[src/rtl/sync_fifo_param_if.sv]
// Handshake bundle between a streaming producer/consumer and sync_fifo_param.
// The FIFO side uses the slave modport; whoever drives writes/reads uses master.
interface sync_fifo_param_if #(
    parameter int DATA_W = 32,
    parameter int DEPTH  = 16
);
    localparam int CNT_W = $clog2(DEPTH + 1);

    logic              wr_en;
    logic [DATA_W-1:0] wr_data;
    logic              rd_en;
    logic [DATA_W-1:0] rd_data;
    logic              valid;
    logic              empty;
    logic              full;
    logic              almost_full;
    logic              almost_empty;
    logic [CNT_W-1:0]  count;
    logic              overflow;
    logic              underflow;
    logic              clr_err;

    modport master (
        output wr_en, wr_data, rd_en, clr_err,
        input  rd_data, valid, empty, full, almost_full, almost_empty,
               count, overflow, underflow
    );

    modport slave (
        input  wr_en, wr_data, rd_en, clr_err,
        output rd_data, valid, empty, full, almost_full, almost_empty,
               count, overflow, underflow
    );
endinterface

[src/rtl/sync_fifo_param.sv]
// Parametrised single-clock FIFO with occupancy count, threshold flags, sticky
// overflow/underflow errors and a choice of registered or fall-through read.
module sync_fifo_param #(
    parameter int DATA_W    = 32,
    parameter int DEPTH     = 16,
    parameter int AF_THRESH = DEPTH - 2,
    parameter int AE_THRESH = 2,
    parameter bit FWFT      = 1'b0
) (
    input logic             clk,
    input logic             rst,
    sync_fifo_param_if.slave bus
);
    localparam int PTR_W = $clog2(DEPTH);
    localparam int CNT_W = $clog2(DEPTH + 1);

    logic [DATA_W-1:0] mem_q [DEPTH];
    logic [PTR_W-1:0]  wr_ptr_q, wr_ptr_d;
    logic [PTR_W-1:0]  rd_ptr_q, rd_ptr_d;
    logic [CNT_W-1:0]  count_q, count_d;
    logic              overflow_q, overflow_d;
    logic              underflow_q, underflow_d;
    logic              empty, full;
    logic              wr_acc, rd_acc;

    assign empty = (count_q == '0);
    assign full  = (count_q == CNT_W'(DEPTH));

    // A new error in the same cycle as clr_err must win, so the set is applied last.
    always_comb begin
        wr_acc      = bus.wr_en & ~full;
        rd_acc      = bus.rd_en & ~empty;
        wr_ptr_d    = wr_ptr_q;
        rd_ptr_d    = rd_ptr_q;
        overflow_d  = overflow_q;
        underflow_d = underflow_q;
        if (wr_acc) begin
            wr_ptr_d = wr_ptr_q + PTR_W'(1);
        end
        if (rd_acc) begin
            rd_ptr_d = rd_ptr_q + PTR_W'(1);
        end
        count_d = count_q + CNT_W'(wr_acc) - CNT_W'(rd_acc);
        if (bus.clr_err) begin
            overflow_d  = 1'b0;
            underflow_d = 1'b0;
        end
        if (bus.wr_en & full) begin
            overflow_d = 1'b1;
        end
        if (bus.rd_en & empty) begin
            underflow_d = 1'b1;
        end
    end

    always_ff @(posedge clk) begin
        if (rst) begin
            wr_ptr_q    <= '0;
            rd_ptr_q    <= '0;
            count_q     <= '0;
            overflow_q  <= 1'b0;
            underflow_q <= 1'b0;
        end else begin
            wr_ptr_q    <= wr_ptr_d;
            rd_ptr_q    <= rd_ptr_d;
            count_q     <= count_d;
            overflow_q  <= overflow_d;
            underflow_q <= underflow_d;
        end
    end

    // Storage is deliberately left out of reset; only accepted writes touch it.
    always_ff @(posedge clk) begin
        if (!rst && wr_acc) begin
            mem_q[wr_ptr_q] <= bus.wr_data;
        end
    end

    assign bus.empty        = empty;
    assign bus.full         = full;
    assign bus.almost_full  = (count_q >= CNT_W'(AF_THRESH));
    assign bus.almost_empty = (count_q <= CNT_W'(AE_THRESH));
    assign bus.count        = count_q;
    assign bus.overflow     = overflow_q;
    assign bus.underflow    = underflow_q;

    if (FWFT) begin : g_fwft
        assign bus.rd_data = mem_q[rd_ptr_q];
        assign bus.valid   = ~empty;
    end else begin : g_std
        logic [DATA_W-1:0] rd_data_q, rd_data_d;
        logic              valid_q, valid_d;

        // rd_data keeps its last word when no read is accepted; valid pulses per pop.
        always_comb begin
            rd_data_d = rd_data_q;
            valid_d   = rd_acc;
            if (rd_acc) begin
                rd_data_d = mem_q[rd_ptr_q];
            end
        end

        always_ff @(posedge clk) begin
            if (rst) begin
                rd_data_q <= '0;
                valid_q   <= 1'b0;
            end else begin
                rd_data_q <= rd_data_d;
                valid_q   <= valid_d;
            end
        end

        assign bus.rd_data = rd_data_q;
        assign bus.valid   = valid_q;
    end
endmodule

[src/flat_wrapper.sv]
// flat-port wrapper written by rule: the top's interface ports become plain ports
module sync_fifo_param_flat 
#(
    parameter int DATA_W    = 32,
    parameter int DEPTH     = 16,
    parameter int AF_THRESH = DEPTH - 2,
    parameter int AE_THRESH = 2,
    parameter bit FWFT      = 1'b0
)
  (clk, rst, bus_wr_en, bus_wr_data, bus_rd_en, bus_clr_err, bus_rd_data, bus_valid, bus_empty, bus_full, bus_almost_full, bus_almost_empty, bus_count, bus_overflow, bus_underflow);
  sync_fifo_param_if #(.DATA_W(DATA_W), .DEPTH(DEPTH)) bus_i ();
  input logic clk;
  input logic rst;
  input wire logic [$bits(bus_i.wr_en)-1:0] bus_wr_en;
  input wire logic [$bits(bus_i.wr_data)-1:0] bus_wr_data;
  input wire logic [$bits(bus_i.rd_en)-1:0] bus_rd_en;
  input wire logic [$bits(bus_i.clr_err)-1:0] bus_clr_err;
  output wire logic [$bits(bus_i.rd_data)-1:0] bus_rd_data;
  output wire logic [$bits(bus_i.valid)-1:0] bus_valid;
  output wire logic [$bits(bus_i.empty)-1:0] bus_empty;
  output wire logic [$bits(bus_i.full)-1:0] bus_full;
  output wire logic [$bits(bus_i.almost_full)-1:0] bus_almost_full;
  output wire logic [$bits(bus_i.almost_empty)-1:0] bus_almost_empty;
  output wire logic [$bits(bus_i.count)-1:0] bus_count;
  output wire logic [$bits(bus_i.overflow)-1:0] bus_overflow;
  output wire logic [$bits(bus_i.underflow)-1:0] bus_underflow;
  assign bus_i.wr_en = bus_wr_en;
  assign bus_i.wr_data = bus_wr_data;
  assign bus_i.rd_en = bus_rd_en;
  assign bus_i.clr_err = bus_clr_err;
  assign bus_rd_data = bus_i.rd_data;
  assign bus_valid = bus_i.valid;
  assign bus_empty = bus_i.empty;
  assign bus_full = bus_i.full;
  assign bus_almost_full = bus_i.almost_full;
  assign bus_almost_empty = bus_i.almost_empty;
  assign bus_count = bus_i.count;
  assign bus_overflow = bus_i.overflow;
  assign bus_underflow = bus_i.underflow;
  sync_fifo_param #(.DATA_W(DATA_W), .DEPTH(DEPTH), .AF_THRESH(AF_THRESH), .AE_THRESH(AE_THRESH), .FWFT(FWFT)) u_core (.clk(clk), .rst(rst), .bus(bus_i));
endmodule
[config.mk]
export PLATFORM = sky130hd
export DESIGN_NAME = sync_fifo_param_flat
export DESIGN_NICKNAME = d
export VERILOG_FILES = /design/src/rtl/sync_fifo_param_if.sv /design/src/rtl/sync_fifo_param.sv /design/src/flat_wrapper.sv
export SDC_FILE = /design/constraint.sdc
export NUM_CORES = 1
export LEC_CHECK = 0
export ABC_AREA = 1
export BUFFER_PORTS_ARGS = -buffer_cell sky130_fd_sc_hd__buf_4
export CAP_MARGIN = 20
export CORE_ASPECT_RATIO = 0.7
export CORE_MARGIN = 2
export CORE_UTILIZATION = 60
export DETAILED_ROUTE_END_ITERATION = 7
export GPL_TIMING_DRIVEN = 0
export HOLD_SLACK_MARGIN = 0.12
export PLACE_DENSITY = 0.77
export REMOVE_ABC_BUFFERS = 1
export SETUP_SLACK_MARGIN = 0.5
export SYNTH_ARGS = -nofsm -noshare
export SYNTH_HDL_FRONTEND = slang
export SYNTH_SLANG_ARGS = --single-unit
[constraint.sdc]
create_clock -name clk -period 5.75 [get_ports clk]
set_input_delay 0.575 -clock clk [delete_from_list [all_inputs] [get_ports clk]]
set_output_delay 0.575 -clock clk [all_outputs]
set_load 0.005 [all_outputs]
==> out/results.ini, run 1 <==
[synth]
ys_seq_area_share_pct=68.6
synth_compound_area_share_pct=0.494
synth_area_sq_um=23800
synth-xor-area-share_pct=0.0735
yosysTopAreaCell=edfxtp_1
ys_ff_latch=560
yosys.area_share.adder_pct=0.872
ys_warn_count=0
synth_top_cell_area_share_pct=64.5
synthSimpleGateAreaFrac_pct=21.9
ys_top_cells_by_area=edfxtp_1 65%, nand2_1 13%, nand3_1 7.6%
synth_cell_types=22
synth_edf_count=512
syn_avg_cell_area_sq_um=10.3
synth_top_family_by_area=simple AND/OR/NAND/NOR gates
synth-main-ff-cell=edfxtp_1
synth_mux_area_share_pct=0
syn_inst=2305
synth_async_sr_flop_share_pct=0

[clock_network]
cts_resized=0
cts_buffers=51
hold_buffers=0
clockRootBuffer=clkbuf_16
htree_levels=2
cts_buffer_depth=3
clk_pin_slew_worst_paths_ns=0.06
clock-sinks=560
clock_latency_ns=0.59
cts_tree=built
post_cts_buffers=0

[grt]
grt.overflow.total=0
antenna_found_initial=1
grt_pass1_wl_um=87900
grt.total_usage_pct=27.8
grt_max_degree=137
grt_pass1_vias=15700

[drt]
vias=16200
viasPerCell=5.55
first_pass_iters=6
ant_nets=0
drtIter0Drc=1859
wl_per_cell_um=19.6
post-route-drc-count=0
drt-total-wl_um=57200

[placed_design]
dp_hpwl_um=30000
gp_congestion=0.733
portBuffers=80
post-place-ws_ns=2.54

[layout]
final_layout_size_suffix_gt1_share_pct=8.46
syn_to_final_growth_pct=12.4
nets=2400
fin_util_pct=67.8
num_antenna_cells=0

[sta]
worst_hold_slack_ns=0.263
setup_slack_ns=2.53
period_needed_ns=3.22
final-hold-violation-count=0
slew_headroom_pct=36.1
rsz0062_at_grt=no
skew_ns=0.0144
min_period_over_period_pct=56.0
setup_tns_ns=0
max_freq_ghz=0.310
slew_viol_final=0
setup_viol=0
worst_pin_slew_ns=0.957

[die]
core_sq_um=39500
start_util_pct=60.4
rows=61
dieArea_sq_um=41300
fp.dieH_um=171
die_w_um=242
ioPinCount=81

[power]
p_sw_mw=2.98
clkPwrFrac_pct=32.6
power.share.switching_pct=29.3
worst_ir_drop_vdd_uv=267
p_leak_nw=11.2
internal_power_mw=7.19
powerDensity_nw_per_um2=380
pwr-share-seq_pct=46.6
combinationalPowerShare_pct=20.8

[setup_path]
crit_required_ns=6.23
critPathCaptureType=flop
critPathKind=reg2reg
cp-start-kind=flop
cp_max_fo=136
arrival_ns=3.70

[run_status]
status=complete, no violations

[run]
cap_violations=0

[min_path]
hold_path_class=in2reg

==> worst max-delay path, cell delays in order (launching register included) <==
cell,delay [ns]
dfxtp_4,0.80
buf_16,0.39
buf_16,0.32
inv_8,0.32
buf_16,0.37
nand2_1,0.15
nand2_1,0.06
nand2_1,0.05
nand3_1,0.06
nand3_1,0.13
nand3_1,0.17
nand2_1,0.12
inv_1,0.04
==> power groups by stage <==
stage	registers (mW)	clock network [mW]	logic, mW
4_1_cts	4.74	3.34	2.11
3_5_place_dp	4.82	0	2.07
2_1_floorplan	4.90	0	1.28
6_report	4.74	3.31	2.12
3_3_place_gp	5.01	0	1.95
5_1_grt	4.75	3.50	2.37
==> logic make-up after synthesis <==
family,after synthesis
AND/OR/NAND/NOR,1270
buffers and inverters,434
XOR/XNOR,2
flip-flops,560
adder cells (fa/ha/maj),16
AO/OA/AOI/OAI,23
==> flip-flops by register name, summed over array words and instances (netlist names) <==
| name | flops |
|---|---|
| u_core.bus.valid | 1 |
| u_core.bus.count | 5 |
| u_core.wr_ptr_q | 4 |
| u_core.mem_q | 512 |
| u_core.bus.underflow | 1 |
| u_core.rd_ptr_q | 4 |
| u_core.bus.overflow | 1 |
| u_core.bus.rd_data | 32 |
==> through the flow <==
stage / power (mW) / area, sq um / cells
final: 10.2 / 26800 / 2922
after global routing: 10.6 / 26800 / 2922
after CTS: 10.2 / 26800 / 2922
after detailed placement: 6.90 / 25200 / 2829
after global placement: 6.96 / 24400 / 2801
after floorplan: 6.18 / 23100 / 2186
==> Yosys cell counts, drive strengths merged (8+ instances only) <==
| cell | n |
|---|---|
| o21ai | 8 |
| dfxtp | 48 |
| a21oi | 14 |
| clkbuf | 20 |
| inv | 315 |
| ha | 15 |
| nand3 | 361 |
| buf | 99 |
| nor2 | 85 |
| edfxtp | 512 |
| nand2 | 822 |
==> routing by layer <==
metal | routed length [um] | part of all wire [%] | GRT usage (%) | up-vias
met2 | 27500 | 48 | 47.4 | 866
met1 | 22100 | 39 | 36.1 | 7629
li1 | - | - | - | 7556
met3 | 5430 | 9.5 | 4.97 | 176
met5 | 16 | 0.028 | 0 | -
met4 | 2120 | 3.7 | 10.8 | 2
==> final timing paths <==
kind / startpoint / end / slack, ns / cells past startpoint
max: u_core.rd_ptr_q[0] / u_core.bus.rd_data[13] / 2.53 / 12
min: bus_wr_en / u_core.bus.overflow / 0.26 / 3
max reg2reg: u_core.rd_ptr_q[0] / u_core.bus.rd_data[13] / 2.53 / 12
min reg2reg: u_core.bus.overflow / u_core.bus.overflow / 0.48 / 2
==> cells in the final DEF, fill, tap and decap left out, drive strengths merged <==
cell type  count
bufinv         3
edfxtp       512
inv          316
nor2          85
nand2        822
clkbuf        72
o21ai          8
xor2           2
dfxtp         48
nand3        361
fa             1
a21oi         14
o21bai         1
clkinvlp       2
clkinv        15
ha            15
nand4          2
buf          108
==> area by class of cell <==
class	instances	area [sq um]
Sequential cell	560	16300
Clock buffer	72	1430
Clock inverter	21	176
Tap cell	535	669
Fill cell	2748	12700
Inverter	315	1200
Multi-Input combinational cell	1311	5690
Timing Repair Buffer	108	1250
Power figures use the tool's default switching activity.
==> run 2: changes to the inputs <==
Settings changed: ABC_AREA 1 to 0, CORE_UTILIZATION 60 to 55, PLACE_DENSITY 0.77 to 0.75.
Clock period 5.75 ns to 2.9 ns, I/O delays scaled along.
==> run 2 against run 1 <==
Against the previous run: sequential power rose by 97%; utilization fell by 0.69 points; count of clock-buffer cells in the layout fell by 1; clock skew rose by 0.012 ns; critical path depth rose by 1; sequential share of layout area rose by 2.3 points; cell count fell by 41%; die area fell by 1.9%; critical endpoint is now u_core.bus.count[4]; via count fell by 34%; routed wire length fell by 15%; area after synthesis fell by 10%; register-to-register slack got worse by 2.4 ns.
==> out/results.ini, run 2 <==
[run_status]
status=complete, no violations

[synth]
ys_warn_count=0
synth_async_sr_flop_share_pct=0
synth.most_common_cell=edfxtp_1
ys_top_cells_by_area=edfxtp_1 72%, mux4_2 13%, dfxtp_1 4.5%
syn_inst=976
synth_top_cell_area_share_pct=71.8
synth_edf_count=512
yosys.area_share.adder_pct=0.970
synth_cell_types=36
synth_compound_area_share_pct=2.78
synth_area_sq_um=21400
synth_top_family_by_area=multiplexers
synth-main-ff-cell=edfxtp_1
synth-xor-area-share_pct=0.327
synthSimpleGateAreaFrac_pct=1.33
synth_commonest_cells=512 x edfxtp_1, 128 x mux4_2, 48 x dfxtp_1, 32 x mux2_2, 32 x mux2i_1
ys_seq_area_share_pct=76.3
synth_mux_area_share_pct=16.6
ys_ff_latch=560
syn_avg_cell_area_sq_um=21.9
yosysTopAreaCell=edfxtp_1

[drt]
drtIter0Drc=1150
drt-total-wl_um=48600
post-route-drc-count=0
viasPerCell=6.14
wl_per_cell_um=28.0
first_pass_iters=8
vias=10600
ant_nets=0

[sta]
min_period_over_period_pct=95.6
skew_ns=0.0259
final-hold-violation-count=0
setup_viol=0
rsz0062_at_grt=yes
setup_slack_ns=0.126
worst_pin_slew_ns=0.759
max_freq_ghz=0.361
slew_viol_final=0
setup_tns_ns=0
period_needed_ns=2.77
slew_headroom_pct=49.2

[setup_path]
arrival_ns=3.27
critPathKind=reg2reg
path_buf_inv=3
cp_common_cell=ha_4
cp_max_fo=4
crit_slowest_cell=or4b_4
critPathCaptureType=flop
slowest_delay_ns=0.50
cpLargestDelayFamily=simple AND/OR/NAND/NOR gates
crit_required_ns=3.40
cp-start-kind=flop
path_cells=inv_4 > ha_4 > or4b_4 > nand2_4 > inv_4 > ha_4 > inv_2 > ha_4 > fa_2 > nand2b_1 > a21oi_2 > or3_1 > a21oi_2

[die]
rows=60
dieArea_sq_um=40600
core_sq_um=38400
die_w_um=240
ioPinCount=81
fp.dieH_um=169
start_util_pct=55.7

[layout]
syn_to_final_growth_pct=20.5
fin_util_pct=67.1
largest_reg_flops=512
layout_common_cells=512 x edfxtp_1, 128 x mux4_2, 96 x buf_4
finalInstanceArea_sq_um=25800
seq_area_sq_um=16400
multi_input_area_sq_um=4950
nets=1217
regMostFlops=u_core.mem_q
final_layout_size_suffix_gt1_share_pct=36.8
fin_cells=1734
final_common_cell=edfxtp_1
n_fill_cell=2352

[placed_design]
place_area_sq_um=23100
dp_cells=1558
dp_hpwl_um=23800
gp_congestion=0.726
portBuffers=80
post-place-ws_ns=-0.290

[power]
p_leak_nw=8.17
powerDensity_nw_per_um2=768
worst_ir_drop_vdd_uv=587

[clock_network]
htree_levels=2
clock_latency_ns=0.58
clock-sinks=560
clockRootBuffer=clkbuf_16
cts_buffers=50
cts_tree=built
cts_buffer_depth=3
clk_pin_slew_worst_paths_ns=0.06

[grt]
antenna_found_initial=2
grt.overflow.total=0
grt_pass1_vias=11300
grt.total_usage_pct=24.6
grt_pass1_wl_um=71600
grt_max_degree=66

[run]
cap_violations=0

[min_path]
hold_path_class=in2reg

-- run 2: routing by layer --
metal	routed length, um	share of wire, %	vias up	track usage (%)
met4	1620	3.3	0	8.10
met3	3980	8.2	123	5.09
li1	-	-	4425	-
met5	0	0	-	0
met1	18800	39	5556	32.7
met2	24200	50	543	41.2
-- run 2: path summary, 6_finish.rpt --
check | slack [ns] | end | cells after the start | startpoint
max | 0.13 | u_core.bus.count[4] | 13 | u_core.bus.count[2]
min reg2reg | 0.49 | u_core.bus.rd_data[30] | 2 | u_core.bus.rd_data[30]
min | 0.21 | u_core.bus.valid | 4 | bus_rd_en
max reg2reg | 0.13 | u_core.bus.count[4] | 13 | u_core.bus.count[2]
-- run 2: cell families after synthesis --
family,Yosys count
AOI/OAI and AO/OA,76
xor gates and xnor gates,8
adders and majority gates,16
buffers and inverters,64
DFF,560
muxes,192
and+or+nand+nor,60
-- run 2: power by group --
group | switching [mW] | total, mW | internal (mW)
combinational | 1.89 | 4.07 | 2.17
sequential | 0.221 | 9.32 | 9.10
clock | 2.85 | 6.43 | 3.58
-- run 2: worst reg2reg max path, stage by stage (launching register included) --
cell and delay, ns:
dfxtp_4 0.36, inv_4 0.07, ha_4 0.15, or4b_4 0.50
nand2_4 0.11, inv_4 0.04, ha_4 0.25, inv_2 0.04
ha_4 0.15, fa_2 0.35, nand2b_1 0.11, a21oi_2 0.07
or3_1 0.37, a21oi_2 0.12
-- run 2: cell type report --
type                       count  area share, %
tap                          527           2.56
clock buffer                  71           5.47
sequential                   560           63.4
inverter                      14          0.223
clock inverter                22          0.689
antenna                        2         0.0194
multi-input combinational    354           19.2
timing repair buffer         184           8.50
-- run 2: stage by stage --
stage | hold slack [ns] | power (mW)
finish | 0.210 | 19.8
global route | 0.202 | 20.6
CTS | 0.141 | 19.6
detailed placement | 0.471 | 13.1
global placement | 0.471 | 12.2
floorplan | 0.359 | 11.7
-- run 2: repair_timing --
action | in CTS | in global routing
cloned | 2 | 0
resized for setup | 11 | 20
hold endpoints to repair | 528 | 0
endpoints found under the setup margin | 549 | 412
setup buffers | 31 | 8
pin swaps | 18 | 9
hold buffers | 40 | 0
==> run 3: changes to the inputs <==
Settings changed: BUFFER_PORTS_ARGS -buffer_cell sky130_fd_sc_hd__buf_4 to default, CORE_UTILIZATION 55 to 57, DONT_BUFFER_PORTS from default to 1.
==> run 3 against run 2 <==
Against the previous run: clock skew shrank 0.0089 ns; critical path type unchanged; worst hold slack lost 0.43 ns; clock power grew 5.0%; maximum frequency grew 2.8%; critical endpoint unchanged; first-iteration DRC count shrank 5.7%; register-to-register slack gained 0.07 ns; global-route usage shrank 1.1 points; the run now ends with negative hold slack left; die area shrank 3.4%.
==> out/results.ini, run 3 (synthesized netlist as in run 2, its figures left out) <==
[setup_path]
slowest_delay_ns=0.49
critPathCaptureType=flop
cpLargestDelayFamily=simple AND/OR/NAND/NOR gates
crit_cells=13
cp-start-kind=flop
path_buf_inv=3
cp_common_cell=ha_4
path_cells=inv_4 > ha_4 > or4b_4 > nand2_4 > inv_2 > ha_4 > inv_4 > ha_4 > fa_2 > nand2b_1 > a21oi_2 > or3_4 > a21oi_2
crit_required_ns=3.40
reg2reg_depth=13
arrival_ns=3.20
crit_slowest_cell=or4b_4
cp_max_fo=3
critPathKind=reg2reg

[power]
clkPwrFrac_pct=34.0
power.share.switching_pct=24.5
totalPowerFinal_mw=19.9
p_sw_mw=4.88
internal_power_mw=15.0
p_leak_nw=7.80
pwr-share-seq_pct=47.6
combinationalPowerShare_pct=18.5
worst_ir_drop_vdd_uv=583
powerDensity_nw_per_um2=792

[placed_design]
portBuffers=0
dp_hpwl_um=24000
dp_cells=1439
post-place-ws_ns=-0.303
gp_congestion=0.721

[grt]
antenna_found_initial=1
grt.overflow.total=0
grt_pass1_wl_um=67600
grt_max_degree=51
grt_pass1_vias=10600
grt.total_usage_pct=23.4

[min_path]
hold_path_class=in2reg
hold_depth=1

[sta]
skew_ns=0.0170
final-hold-violation-count=5
setup_slack_ns=0.201
setup_tns_ns=0
period_needed_ns=2.70
min_period_over_period_pct=93.1
slew_headroom_pct=60.4
max_freq_ghz=0.370
worst_pin_slew_ns=0.593
worst_hold_slack_ns=-0.218
setup_viol=0
slew_viol_final=0
rsz0062_at_grt=yes

[die]
dieArea_sq_um=39200
core_sq_um=37100
start_util_pct=57.7
rows=59
ioPinCount=81
die_w_um=236
fp.dieH_um=166

[layout]
n_fill_cell=2209
final_layout_size_suffix_gt1_share_pct=32.6
fin_cells=1610
final_common_cell=edfxtp_1
syn_to_final_growth_pct=17.1
largest_reg_flops=512
regMostFlops=u_core.mem_q
layout_common_cells=512 x edfxtp_1, 128 x mux4_2, 51 x clkbuf_16
nets=1136

[run]
cap_violations=0

[clock_network]
clockRootBuffer=clkbuf_16
cts_tree=built
clock_latency_ns=0.57
hold_buffers=43
clk_pin_slew_worst_paths_ns=0.07
cts_buffers=50
clock-sinks=560
cts_buffer_depth=3
htree_levels=2

[drt]
post-route-drc-count=0
wl_per_cell_um=28.6
drtIter0Drc=1084
vias=10200
viasPerCell=6.36
drt-total-wl_um=46000
first_pass_iters=5
ant_nets=0

[run_status]
violations=negative hold slack
status=finished with violations

==> run 3: cell types whose count changed in the layout (fill, tap and decap cells not counted), sizes merged <==
cell         before  now
clkinv           18   16
bufinv            2    6
clkbuf           71   66
nor2             32   30
dlygate4sd3      40   43
inv              14   15
buf             144   62
diode             2    1
clkinvlp          2    1
==> run 3: final cells by class <==
class | instances | area, sq um | share of cell area (%)
Sequential cell | 560 | 16400 | 65.2
Multi-Input combinational cell | 352 | 4920 | 19.6
Timing Repair Buffer | 105 | 1460 | 5.84
Clock buffer | 66 | 1390 | 5.55
Tap cell | 488 | 611 | 2.43
Clock inverter | 24 | 273 | 1.09
Inverter | 14 | 60.1 | 0.239
Antenna cell | 1 | 2.50 | 0.00998
==> run 3: path summary, 6_finish.rpt <==
path         slack (ns)              startpoint                      to
min               -0.22                     rst     u_core.bus.count[4]
min reg2reg        0.52  u_core.bus.rd_data[31]  u_core.bus.rd_data[31]
max reg2reg        0.20     u_core.bus.count[3]     u_core.bus.count[4]
max                0.20     u_core.bus.count[3]     u_core.bus.count[4]
==> run 3: metal layers <==
layer	vias to the layer above	GRT usage [%]	share of wire (%)
met5	-	0	0
met4	0	7.01	2.4
met3	89	3.94	8.0
met2	492	37.9	49
met1	5404	33.5	40
li1	4253	-	-
==> run 3: repair_timing <==
action | in CTS | in global routing
setup endpoints to repair | 539 | 95
gates resized for setup | 14 | 16
buffers inserted | 28 | 9
pin swaps | 18 | 10
hold endpoints to repair | 528 | 5
==> run 3: per-stage QoR <==
step / instance area, sq um / util, %
floorplan: 21100 / -
global placement: 21700 / 58.5
detailed placement: 22400 / 60.4
CTS: 24900 / 67.1
global route: 25100 / 67.5
finish: 25100 / 67.5
==> run 3: power by group through the flow <==
stage	Combinational (mW)	Sequential, mW	Clock, mW
2_1_floorplan	1.96	9.74	0
3_3_place_gp	2.03	9.85	0
3_5_place_dp	3.06	9.66	0
4_1_cts	3.39	9.47	6.82
5_1_grt	3.95	9.48	7.15
6_report	3.67	9.45	6.75
